[src/rtl/psw_pkg.sv]
// Shared definitions for the password sequence checker and the game control
// logic: FSM state encoding and the default password geometry.
package psw_pkg;

  // Default password geometry used by the game build.
  localparam int PSW_W         = 7;
  localparam int PSW_DIGITS    = 2;
  localparam int PSW_MAX_TRIES = 3;

  // Checker FSM states. DONE_OK and DONE_FAIL are terminal until reset.
  typedef enum logic [1:0] {
    IDLE      = 2'd0,
    ENTRY     = 2'd1,
    DONE_OK   = 2'd2,
    DONE_FAIL = 2'd3
  } psw_state_e;

endpackage

[src/rtl/btn_edge.sv]
// Button press detector: registers an already-debounced level and emits a
// single-cycle pulse on its rising edge, however long the button is held.
module btn_edge (
  input  logic clk,
  input  logic rst,
  input  logic btn,
  output logic press
);

  logic btn_q;

  // Previous-cycle button level, cleared by reset so a held button at
  // reset release still counts as one fresh press.
  always_ff @(posedge clk or posedge rst) begin
    // NOTE: registered state uses non-blocking assignments so every flop
    // samples the pre-edge values, independent of statement order.
    if (rst) btn_q <= 1'b0;
    else     btn_q <= btn;
  end

  assign press = btn & ~btn_q;

endmodule

[src/rtl/psw_sequence_check.sv]
// Password sequence checker for the bomb dismantlement game.
// The player enters DIGITS codes of W bits on the switches, each confirmed by
// a button press. Wrong codes burn one of MAX_TRIES attempts; running out
// raises fail, a complete correct sequence raises success. Both are sticky
// until reset. ld mirrors the switches while entry is active.
// Optional build macro PSW_HINT_EN adds a 'hint' output giving the number of
// matching bit positions of the last confirmed code.
module psw_sequence_check
  import psw_pkg::*;
#(
  parameter  int W         = PSW_W,
  parameter  int DIGITS    = PSW_DIGITS,
  parameter  int MAX_TRIES = PSW_MAX_TRIES,
  localparam int IDX_W     = (DIGITS > 1) ? $clog2(DIGITS) : 1,
  localparam int TRY_W     = $clog2(MAX_TRIES + 1)
) (
  input  logic                  clk,
  input  logic                  rst,
  input  logic                  start_input,
  input  logic [W-1:0]          sw,
  input  logic [DIGITS*W-1:0]   psw,
  input  logic                  btn_confirm,
  output logic [W-1:0]          ld,
  output logic                  success,
  output logic                  fail,
  output logic [IDX_W-1:0]      digit_idx,
  output logic [TRY_W-1:0]      tries_left
`ifdef PSW_HINT_EN
  ,
  output logic [$clog2(W+1)-1:0] hint
`endif
);

  localparam logic [IDX_W-1:0] LAST_IDX  = IDX_W'(DIGITS - 1);
  localparam logic [TRY_W-1:0] TRY_FULL  = TRY_W'(MAX_TRIES);
  localparam logic [TRY_W-1:0] TRY_ONE   = TRY_W'(1);

`ifdef PSW_HINT_EN
  localparam int HINT_W = $clog2(W + 1);

  // Number of bit positions where the two codes agree.
  function automatic logic [HINT_W-1:0] count_equal(input logic [W-1:0] a,
                                                    input logic [W-1:0] b);
    logic [HINT_W-1:0] n;
    n = '0;
    for (int i = 0; i < W; i++) n = n + HINT_W'(a[i] ~^ b[i]);
    return n;
  endfunction

  logic [HINT_W-1:0] hint_n;
`endif

  psw_state_e       state, state_n;
  logic [IDX_W-1:0] idx_n;
  logic [TRY_W-1:0] tries_n;
  logic             success_n;
  logic             fail_n;
  logic             press;
  logic [W-1:0]     expected;
  logic             match;

  btn_edge u_btn_edge (
    .clk   (clk),
    .rst   (rst),
    .btn   (btn_confirm),
    .press (press)
  );

  // Select the digit currently expected; digit 0 sits in the low W bits.
  always_comb begin
    // NOTE: every always_comb output gets a default first, so no path leaves
    // it unassigned and no latch is inferred.
    expected = '0;
    for (int k = 0; k < DIGITS; k++) begin
      if (digit_idx == IDX_W'(k)) expected = psw[k*W +: W];
    end
  end

  assign match = (sw == expected);

  // Next-state and next-output logic. An abort (start_input low) takes
  // priority over a press in the same cycle.
  always_comb begin
    state_n   = state;
    idx_n     = digit_idx;
    tries_n   = tries_left;
    success_n = success;
    fail_n    = fail;
`ifdef PSW_HINT_EN
    hint_n    = hint;
`endif
    unique case (state)
      IDLE: begin
        if (start_input) state_n = ENTRY;
      end
      ENTRY: begin
        if (!start_input) begin
          // Abort: restart the sequence, attempts are not refunded.
          state_n = IDLE;
          idx_n   = '0;
        end else if (press) begin
`ifdef PSW_HINT_EN
          hint_n = count_equal(sw, expected);
`endif
          if (match) begin
            if (digit_idx == LAST_IDX) begin
              state_n   = DONE_OK;
              success_n = 1'b1;
            end else begin
              idx_n = digit_idx + IDX_W'(1);
            end
          end else begin
            idx_n   = '0;
            tries_n = tries_left - TRY_ONE;
            if (tries_left == TRY_ONE) begin
              state_n = DONE_FAIL;
              fail_n  = 1'b1;
            end
          end
        end
      end
      DONE_OK, DONE_FAIL: begin
        // Terminal: everything holds until reset.
      end
      default: state_n = IDLE;
    endcase
  end

  // FSM state and sticky status registers.
  always_ff @(posedge clk or posedge rst) begin
    if (rst) begin
      state      <= IDLE;
      digit_idx  <= '0;
      tries_left <= TRY_FULL;
      success    <= 1'b0;
      fail       <= 1'b0;
`ifdef PSW_HINT_EN
      hint       <= '0;
`endif
    end else begin
      state      <= state_n;
      digit_idx  <= idx_n;
      tries_left <= tries_n;
      success    <= success_n;
      fail       <= fail_n;
`ifdef PSW_HINT_EN
      hint       <= hint_n;
`endif
    end
  end

  // LED mirror: follows the switches only during entry, holds otherwise.
  always_ff @(posedge clk or posedge rst) begin
    if (rst)                ld <= '0;
    else if (state == ENTRY) ld <= sw;
  end

endmodule

[config.mk]
export PLATFORM = sky130hd
export DESIGN_NAME = psw_sequence_check
export DESIGN_NICKNAME = d
export VERILOG_FILES = /design/src/rtl/psw_pkg.sv /design/src/rtl/btn_edge.sv /design/src/rtl/psw_sequence_check.sv
export SDC_FILE = /design/constraint.sdc
export NUM_CORES = 1
export LEC_CHECK = 0
export ABC_AREA = 1
export CORE_MARGIN = 1
export CORE_UTILIZATION = 46
export DETAILED_ROUTE_END_ITERATION = 10
export GPL_TIMING_DRIVEN = 0
export PLACE_DENSITY = 0.86
export REMOVE_ABC_BUFFERS = 1
export SYNTH_ARGS = -nofsm -noshare
export SYNTH_HDL_FRONTEND = slang
export SYNTH_SLANG_ARGS = --single-unit
[constraint.sdc]
create_clock -name clk -period 2.3 [get_ports clk]
set_input_delay 0.46 -clock clk [delete_from_list [all_inputs] [get_ports clk]]
set_output_delay 0.46 -clock clk [all_outputs]
set_load 0.005 [all_outputs]
* After elaboration in Yosys (flattened, before gate mapping)
Cells that the tools add are included.
** Word-level totals
- Register bits after elaboration :: 15
- Input bits :: 25
- Output and inout port bits :: 12
- Logic and storage cells :: 39
** Operators by class
- $add $sub $neg :: 2
- Equal/unequal tests :: 8
- Mux-type cells :: 12
- Bitwise logic cells :: 3
- Reductions and logical operators :: 7
** Operators with widths (count)
- $reduce_and A5 Y1 :: 3
- $mux W2 :: 6
- $ne A4 B4 Y1 const B :: 2
- $eq A7 B7 Y1 :: 1
- $mux W7 :: 1
- $eq A2 B1 Y1 const B :: 2
- $mux W1 :: 4
- $pmux W2 S2 :: 1
- $reduce_and A4 Y1 :: 1
- $ne A3 B3 Y1 const B :: 1
- $logic_not A2 Y1 :: 1
- $ne A2 B1 Y1 const B :: 1
- $ne A2 B2 Y1 const B :: 1
- $not A1 Y1 :: 2
- $reduce_and A2 Y1 :: 1
- $reduce_bool A2 Y1 :: 1
- $sub A2 B1 Y2 const B :: 1
- $add A1 B1 Y1 const B :: 1
- $and A1 B1 Y1 :: 1

* Depth between registers and ports, before layout
- Depth in word-level cells :: 6
- Mapped depth :: 13
- Mapped depth without buffers :: 13

* Cells and area by module
Synthesis repeated with hierarchy kept, for this count alone.
** Second synthesis, totals
- Cells, all modules :: 144
- Area total of the unflattened synthesis :: 999.7 um2
** Modules (own cells, without submodules)
- psw_sequence_check :: instances 1, cells each 140, area an instance 960.9 um2, sequential area each 352.8 um2
- btn_edge :: instances 1, cells each 4, area an instance 38.8 um2, sequential area each 25.0 um2

* Least setup slack after synthesis
Ideal clock, no wire load.
- Path kind :: reg-to-reg
- From :: register digit_idx
- To :: register state[0]
- Setup time :: 0.116 ns
- Data arrival time :: 1.234 ns
- Data required time :: 2.184 ns
- Slack :: 0.950 ns
- Stages on the path, launching flop included :: 13
- Buffers on the path :: 1
- Period minus slack after synthesis :: 1.350 ns
- Cells stage by stage :: dfrtp_1 > buf_6 > nand2_1 > nand3_1 > nand2_1 > inv_1 > nand2_1 > nor2_2 > nand2_2 > nand2_4 > nand2_1 > nand2_1 > nand2_1
** On the way
- Word-level cells in the longest chain between the ends :: 6
- Elaborated cells between the ends (all ways) :: 9
- Classes of those cells :: eq/ne (3); mux (5); reduce/logical (1)
** Ends and longest elaborated chain
- from (decl) :: line psw_sequence_check.sv:26 : output logic [IDX_W-1:0] digit_idx,
- from (signal assigned) :: line psw_sequence_check.sv:142 : digit_idx <= idx_n;
- $mux W7 :: line psw_sequence_check.sv:75 : if (digit_idx == IDX_W'(k)) expected = psw[k*W +: W];
- $eq A7 B7 Y1 :: line psw_sequence_check.sv:79 : assign match = (sw == expected);
- $mux W2 :: line psw_sequence_check.sv:105 : if (match) begin
- $mux W2 :: line psw_sequence_check.sv:101 : end else if (press) begin
- $mux W2 :: line psw_sequence_check.sv:97 : if (!start_input) begin
- $pmux W2 S2 :: line psw_sequence_check.sv:92 : unique case (state)
- to (signal assigned) :: line psw_sequence_check.sv:141 : state <= state_n;
- to (decl) :: line psw_sequence_check.sv:53 : psw_state_e state, state_n;
Several ways; a longest one is shown, not always the timed one. The select of a mux whose other input is x is not followed.
A chain may end at the register's enable or synchronous reset.

* Final worst setup path
- From :: register digit_idx
- To :: output digit_idx
No word-level cell between the ends.

==> reports/qor.yml <==
drtIter0Drc: 19
setup_violations: 0
yosys_register_bits: 15
crit_chain: "clkdlybuf4s50_1"
cts_tree: "yes"
cts_buffers: 3
netlist_top_cells_area: "dfrtp_1 (34%), nand2_1 (21%), inv_1 (10%)"
synth_top_area_frac: 0.335
die_y_um: 47.9
tns_ns: 0
fin_area_um2: 1380
cellLeakagePower_nw: 0.708
finalHoldViolCount: 0
die_x_um: 47.9
fillers: 180
syn_avg_cell_area_um2: 6.73
ys_seq_area_frac: 0.390
h-tree-depth: 1
io_buffers: 36
rsz0062_at_grt: "no"
syn_inst: 144
wl_per_cell_um: 11.0
vdd_drop_max_mv: 0.230
path_max_fanout: 14
grt_pass1_vias: 932
routed-via-count: 1031
multi_input_comb_area_um2: 475
syn_area_um2: 970
wl_um: 2290
arrival_ns: 1.57
grtUsageMet1: 0.210
initial_utilization: 0.494
status: "completed"
ys_warn_count: 0
fin_crit_ns: 2.03
ctsResizeCount: 0
ant_nets: 0
placed_cells: 205
p_per_area_nw_per_um2: 381
register_area_um2: 378
fin_nets: 209
globalplace.congestion: 0.807
max_stage_delay_ns: 0.67
cp_num_buf_inv: 1
slew_viol_final: 0
cp-end-kind: "output pin"
die_area_um2: 2300
grt_usage: 0.220
ctsHoldBuffers: 0
worst_slew_pin_slew_ns: 0.569
dp_hpwl_um: 1860
start_kind: "register"
grtUsageMet3: 0.0340
cp_top_family: "flip-flops"
cp.required_ns: 1.84
placed_cell_area_um2: 1350
post_cts_buffers: 0
critical_path_class: "register to output pin"
min_path_type: "register to register"
vias_per_cell: 4.93
synth_top_cell_by_area: "dfrtp_1"
critical-path-slowest-cell: "dfrtp_1"
skew_ns: 0.00212
syn_to_final_growth_pct: 41.8
grt_max_degree: 17
max_freq_ghz: 0.493
instances_no_fill: 209
clk_pin_slew_ns: 0.09
clk_latency_ns: 0.29
ios: 37
drv_cap: 0
drc_errors: 0
gr-max-usage-layer: "met2"
ys_types: 21
fin_crit_sh: 0.882
cts_sinks: 15
antenna_cells: 0
core-area_um2: 1960
relSlewSlack: 0.620
antenna_found_initial: 0
grt_pass1_wl_um: 3500
core.rowCount: 16
clock-root-buffer: "clkbuf_4"
cts_buffer_depth: 2
drive_gt1_frac: 0.0989
grt_overflow_total: 0
globalRouteMet2Util: 0.454
drt-pass1-iter-count: 4
==> where the power goes <==
part	internal, mW	total [mW]	switching (mW)
clock network	0.0676	0.159	0.0915
registers	0.268	0.269	0.00169
logic	0.0541	0.0957	0.0417
total	0.389	0.524	0.135
==> routing by layer <==
metal,up-vias,wire [um]
met2,33,1290
li1,511,-
met4,0,31
met1,482,850
met5,-,0
met3,5,120
==> state kept, by name (all words and copies together), names as in the netlist <==
signal and cells:
success 1, tries_left 2, state 2, digit_idx 1
ld 7, fail 1, u_btn_edge.btn_q 1
==> through the flow <==
stage                      util  power [mW]  hold WS (ns)  worst slack, ns
after global placement    0.688       0.366         0.446            0.450
final                     0.701       0.524         0.490            0.271
after detailed placement  0.688       0.371         0.477            0.412
after floorplan               -       0.314         0.360            0.758
after CTS                 0.701       0.522         0.498            0.278
after global routing      0.701       0.542         0.515            0.240
==> cells in the mapped netlist <==
cell type	count
inv_1	26
clkbuf_1	1
nand2_1	55
nand2_4	2
dfrtp_1	13
nor2_2	3
o21bai_1	1
nor2_4	1
o21ai_0	9
nand3_2	1
dfstp_2	2
xnor2_1	1
nand3_1	12
nor2_1	7
ha_1	1
o211ai_1	1
o21ai_2	1
nand2_2	4
a21oi_1	1
buf_6	1
inv_2	1
==> kinds of logic (layout without fill, tap and decap cells) <==
group	count (synthesis)	in the layout	synth area share
xor+xnor	1	1	0.00903
buf+inv	29	67	0.120
fa+ha+maj	1	1	0.0129
compound gates	13	13	0.0761
simple gates	85	85	0.392
flops	15	15	0.390
==> cells in the final DEF, fill, tap and decap left out, types with 2 or more instances in the layout <==
cell and count:
clkbuf_4 3, clkdlybuf4s50_1 36, dfrtp_1 13, dfstp_2 2, inv_1 26, nand2_1 55
nand2_2 4, nand2_4 2, nand3_1 12, nor2_1 7, nor2_2 3, o21ai_0 9
==> worst paths after layout <==
| check | startpoint | end | slack, ns | cells past startpoint |
|---|---|---|---|---|
| worst max-delay path | digit_idx | digit_idx | 0.27 | 1 |
| worst min-delay path | fail | fail | 0.49 | 2 |
| worst max register to register | digit_idx | state[0] | 0.48 | 13 |
| worst min register to register | fail | fail | 0.49 | 2 |
| max in group asynchronous | rst | tries_left[1] | 1.41 | 2 |
| min in group asynchronous | rst | fail | 0.52 | 2 |
==> layout make-up <==
cell class / count / area share
clock buffer: 4 / 0.0191
inverter: 27 / 0.0737
multi-input combinational: 100 / 0.346
sequential: 15 / 0.275
tap: 27 / 0.0246
timing repair buffer: 36 / 0.262
No activity file was read; power rests on OpenSTA's default activity.
==> RTL change 1, RTL diff (same settings) <==
`PSW_W`: 7 -> 8.
--- a/src/rtl/psw_pkg.sv
+++ b/src/rtl/psw_pkg.sv
@@ -4,5 +4,5 @@
 
   // Default password geometry used by the game build.
-  localparam int PSW_W         = 7;
+  localparam int PSW_W         = 8;
   localparam int PSW_DIGITS    = 2;
   localparam int PSW_MAX_TRIES = 3;
Interface: changed (resized ld, psw and sw); port bits go from 37 to 41. The function was not compared with the original's and may differ.
==> RTL change 1 against the unedited design <==
The flow now finishes with violations (DRC); setup slack worse by 150 ps; total power up 14%; count of clock-buffer cells in the layout stayed put; routed wire length is 7.8% higher; critical path depth unchanged; sequential cell count up 1; area after synthesis is 23% higher; sequential share of layout area fell by 2.5 points; first-iteration DRC count is 26% higher; final area is 17% higher; largest power group unchanged.
==> RTL change 1: results <==
{
  "dp_slack_ps": 395,
  "synth_xor_area_frac": 0.00731,
  "synth_fa_ha_area_frac": 0.0104,
  "yosys-top-cells-area": "dfrtp_1 (29%), nand2_1 (22%), nand3_1 (12%)",
  "p_leak_uw": 0.000850,
  "r2r_cells": 12,
  "maxSlewHeadroom": 0.541,
  "grt_max_degree": 19,
  "synth_ff_type": "dfrtp_1",
  "crit_path_max_incr_delay_ps": 800,
  "placed_area_mm2": 0.00159,
  "path_max_fanout": 18,
  "drive_gt1_frac": 0.0739,
  "violations": "DRC",
  "antenna_found_initial": 0,
  "first_pass_iters": 7,
  "grt_pass1_wl_um": 4140,
  "grt_pass1_vias": 1068,
  "fillers": 234,
  "gp_congestion": 0.863,
  "dp_hpwl_um": 1890,
  "status": "finished, violations left",
  "synthCells": 190,
  "cts_made_buffers": 3,
  "path_clk_slew_ps": 90,
  "drt-total-wl_um": 2470,
  "io_buffers": 40,
  "drt_iter0_drc": 24,
  "finalNonFillerCells": 260,
  "yosysSeqAreaShare": 0.336,
  "largestRegisters": "ld x8, state x2, tries_left x2",
  "num_vias": 1199,
  "drc": 2,
  "skew_ps": 4.62,
  "synth_compound_area_frac": 0.0637,
  "slew_violations": 0,
  "synth-async-reset-ratio": 1.00,
  "synth.distinct_cells": 22,
  "synth_commonest_cells": "nand2_1 (71), inv_1 (31), nand3_1 (28)",
  "grt_use_total": 0.205,
  "critPathTopFamily": "flip-flops",
  "ir_worst_vdd_mv": 0.223,
  "place_inst": 256
}
## RTL change 1: kinds of logic after synthesis
kind of cell,count (synthesis)
AND/OR/NAND/NOR,120
buffers and inverters,38
flip-flops,16
AO/OA/AOI/OAI,14
XOR/XNOR,1
adder cells (fa/ha/maj),1
## RTL change 1: cell type report
class                           instances  area share
Multi-Input combinational cell        136       0.378
Sequential cell                        16       0.250
Timing Repair Buffer                   40       0.248
Inverter                               34      0.0839
Tap cell                               30      0.0233
Clock buffer                            4      0.0163
## RTL change 1: path summary, 6_finish.rpt
| path | startpoint | endpoint | slack [ps] |
|---|---|---|---|
| worst max-delay path | digit_idx$_DFFE_PP0P_ | digit_idx | 120 |
| worst min-delay path | fail$_DFFE_PP0P_ | fail$_DFFE_PP0P_ | 480 |
| worst max register to register | digit_idx$_DFFE_PP0P_ | state[0]$_DFFE_PP0P_ | 420 |
| worst min register to register | fail$_DFFE_PP0P_ | fail$_DFFE_PP0P_ | 480 |
| max in group asynchronous | rst | ld[6]$_DFFE_PP0N_ | 1370 |
| min in group asynchronous | rst | ld[2]$_DFFE_PP0N_ | 530 |
## RTL change 1: routing by layer
| layer | vias to the layer above | wire length, um | share of wire | track usage |
|---|---|---|---|---|
| met5 | - | 0 | 0 | 0 |
| met4 | 0 | 53 | 0.021 | 0.105 |
| met3 | 5 | 107 | 0.043 | 0.0287 |
| met2 | 34 | 1130 | 0.46 | 0.361 |
| met1 | 494 | 1180 | 0.48 | 0.239 |
| li1 | 666 | - | - | - |
## RTL change 1: where the power goes
| part | leakage (uW) | internal [uW] | switching [uW] |
|---|---|---|---|
| clock | 0.0000150 | 67.4 | 92.1 |
| combinational | 0.000674 | 76.6 | 70.2 |
| sequential | 0.000161 | 286 | 7.31 |
| total | 0.000850 | 430 | 170 |
## RTL change 1: through the flow
stage / hold slack (ps) / utilization
after floorplan: 372 / -
after global placement: 443 / 0.640
after detailed placement: 455 / 0.640
after CTS: 477 / 0.651
after global routing: 517 / 0.651
final: 481 / 0.651
==> RTL change 2, RTL diff (same settings) <==
Without the edit above. Encoding of `psw_state_e`: now one-hot (4 bits for 4 states).
--- a/src/rtl/psw_pkg.sv
+++ b/src/rtl/psw_pkg.sv
@@ -9,9 +9,9 @@
 
   // Checker FSM states. DONE_OK and DONE_FAIL are terminal until reset.
-  typedef enum logic [1:0] {
-    IDLE      = 2'd0,
-    ENTRY     = 2'd1,
-    DONE_OK   = 2'd2,
-    DONE_FAIL = 2'd3
+  typedef enum logic [3:0] {
+    IDLE      = 4'b0001,
+    ENTRY     = 4'b0010,
+    DONE_OK   = 4'b0100,
+    DONE_FAIL = 4'b1000
   } psw_state_e;
 
Check against the original RTL: no difference found for any inputs over 10 cycles, from zero or initial values and one cycle with rst high; not proved beyond that.
==> RTL change 2 against the unedited design <==
First-iteration DRC count decreased by 5.3%; critical path depth unchanged; routed wire length grew 14%; final area rose by 13%; area after synthesis increased by 20%; setup slack got worse by 20 ps; sequential cell count grew 2; critical path type unchanged.
Power is not compared: it rests on default switching activity, and its combinational part moved more than twofold at a synthesized area within 25%.
==> RTL change 2: results <==
{
  "status": "finished clean",
  "fillers": 192,
  "dp_hpwl_um": 2120,
  "synth-async-reset-ratio": 1.00,
  "grt_max_degree": 23,
  "skew_ps": 1.13,
  "ir_worst_vdd_mv": 0.450,
  "synth_area_per_cell_um2": 7.23,
  "area_growth_pct": 34.1,
  "hold_path.class": "register to register",
  "yosys-top-cells-area": "dfrtp_1 (30%), nand2_1 (16%), inv_1 (7.7%)",
  "endpoint": "digit_idx",
  "crit_path_max_incr_delay_ps": 690,
  "rr_endpoint": "state[1]$_DFFE_PP0P_",
  "grt_use_total": 0.217,
  "synth_compound_area_frac": 0.0839,
  "io_buffers": 36,
  "cpMaxStageDelayCell": "dfrtp_1",
  "synth.distinct_cells": 25,
  "r2r_cells": 9,
  "yosysSeqAreaShare": 0.369,
  "path_clk_slew_ps": 100,
  "post_drt_wl_per_cell_um": 11.6,
  "drt_iter0_drc": 18,
  "cts_setup_buffers": 0,
  "drt-total-wl_um": 2610,
  "synth_mux_area_frac": 0,
  "synth_fa_ha_area_frac": 0.0108,
  "clockRootBuffer": "clkbuf_4",
  "diodes": 0,
  "synth_xor_area_frac": 0,
  "startpoint": "digit_idx$_DFFE_PP0P_",
  "gp_congestion": 0.851,
  "drive_gt1_frac": 0.162,
  "clk_latency_ps": 290,
  "cts_max_path_buffers": 2,
  "cts_made_buffers": 3,
  "htreeDepth": 1,
  "synth_commonest_cells": "nand2_1 (51), inv_1 (24), dfrtp_1 (14)",
  "worst_slew_pin_slew_ps": 626,
  "critPathTopFamily": "flip-flops",
  "largestRegisters": "ld x7, state x4, tries_left x2",
  "r2r_slack_ps": 260,
  "grt_pass1_vias": 1100,
  "p_leak_uw": 0.000777,
  "ys_warn_count": 0,
  "grt_pass1_wl_um": 4370,
  "place_inst": 221,
  "first_pass_iters": 6,
  "synth_ff_type": "dfrtp_1",
  "antenna_found_initial": 0,
  "path_max_fanout": 14,
  "routed_via_density": 5.03,
  "worstPathArrival_ps": 1590
}
## RTL change 2: changes by cell type in the layout (fill, tap and decap cells not counted), sizes merged, moves of 2 or more
cell	delta
nand3	+6
nand4	+4
a21oi	+2
inv	-2
nand2	-2
nor2	+2
nor3	+2
## RTL change 2: how the worst min path moves through the flow
stage                   startpoint                     to  slack (ps)  cells past startpoint
2_1_floorplan                  rst  digit_idx$_DFFE_PP0P_         380                      1
4_1_cts           fail$_DFFE_PP0P_       fail$_DFFE_PP0P_         480                      1
5_1_grt           fail$_DFFE_PP0P_       fail$_DFFE_PP0P_         490                      1
3_5_place_dp      fail$_DFFE_PP0P_       fail$_DFFE_PP0P_         460                      1
3_3_place_gp      fail$_DFFE_PP0P_       fail$_DFFE_PP0P_         460                      1
6_report       success$_DFFE_PP0P_    success$_DFFE_PP0P_         480                      1
## RTL change 2: report_power, final
group          switching (uW)  internal, uW
logic                     327           332
registers                83.4           427
clock network            94.1          67.5
## RTL change 2: final cells by class
type                            instances  share of cell area
Clock buffer                            4              0.0168
Multi-Input combinational cell        115               0.395
Sequential cell                        17               0.275
Inverter                               25              0.0601
Timing Repair Buffer                   36               0.231
Tap cell                               28              0.0225
## RTL change 2: logic make-up (layout without fill, tap and decap cells)
| logic type | count (synthesis) | in the layout |
|---|---|---|
| AOI/OAI and AO/OA | 16 | 16 |
| and+or+nand+nor | 98 | 98 |
| buffers and inverters | 29 | 65 |
| DFF | 17 | 17 |
| adders and majority gates | 1 | 1 |
## RTL change 2: routing by layer
layer	GRT usage	vias up	share of wire
met5	0	-	0
met4	0.101	0	0.026
met3	0.0232	8	0.023
met2	0.414	31	0.53
met1	0.233	513	0.42
li1	-	580	-
## RTL change 2: timing repair
action,4_1_cts,5_1_grt
hold buffers,0,0
setup endpoints to repair,0,3
resized for setup,0,1
## RTL change 2: stage by stage
step | instance area [um^2] | hold slack [ps] | setup slack (ps)
final | 1560 | 481 | 251
after global placement | 1530 | 458 | 190
after CTS | 1560 | 484 | 136
after detailed placement | 1530 | 462 | 135
after global routing | 1560 | 494 | 128
after floorplan | 1130 | 384 | 439
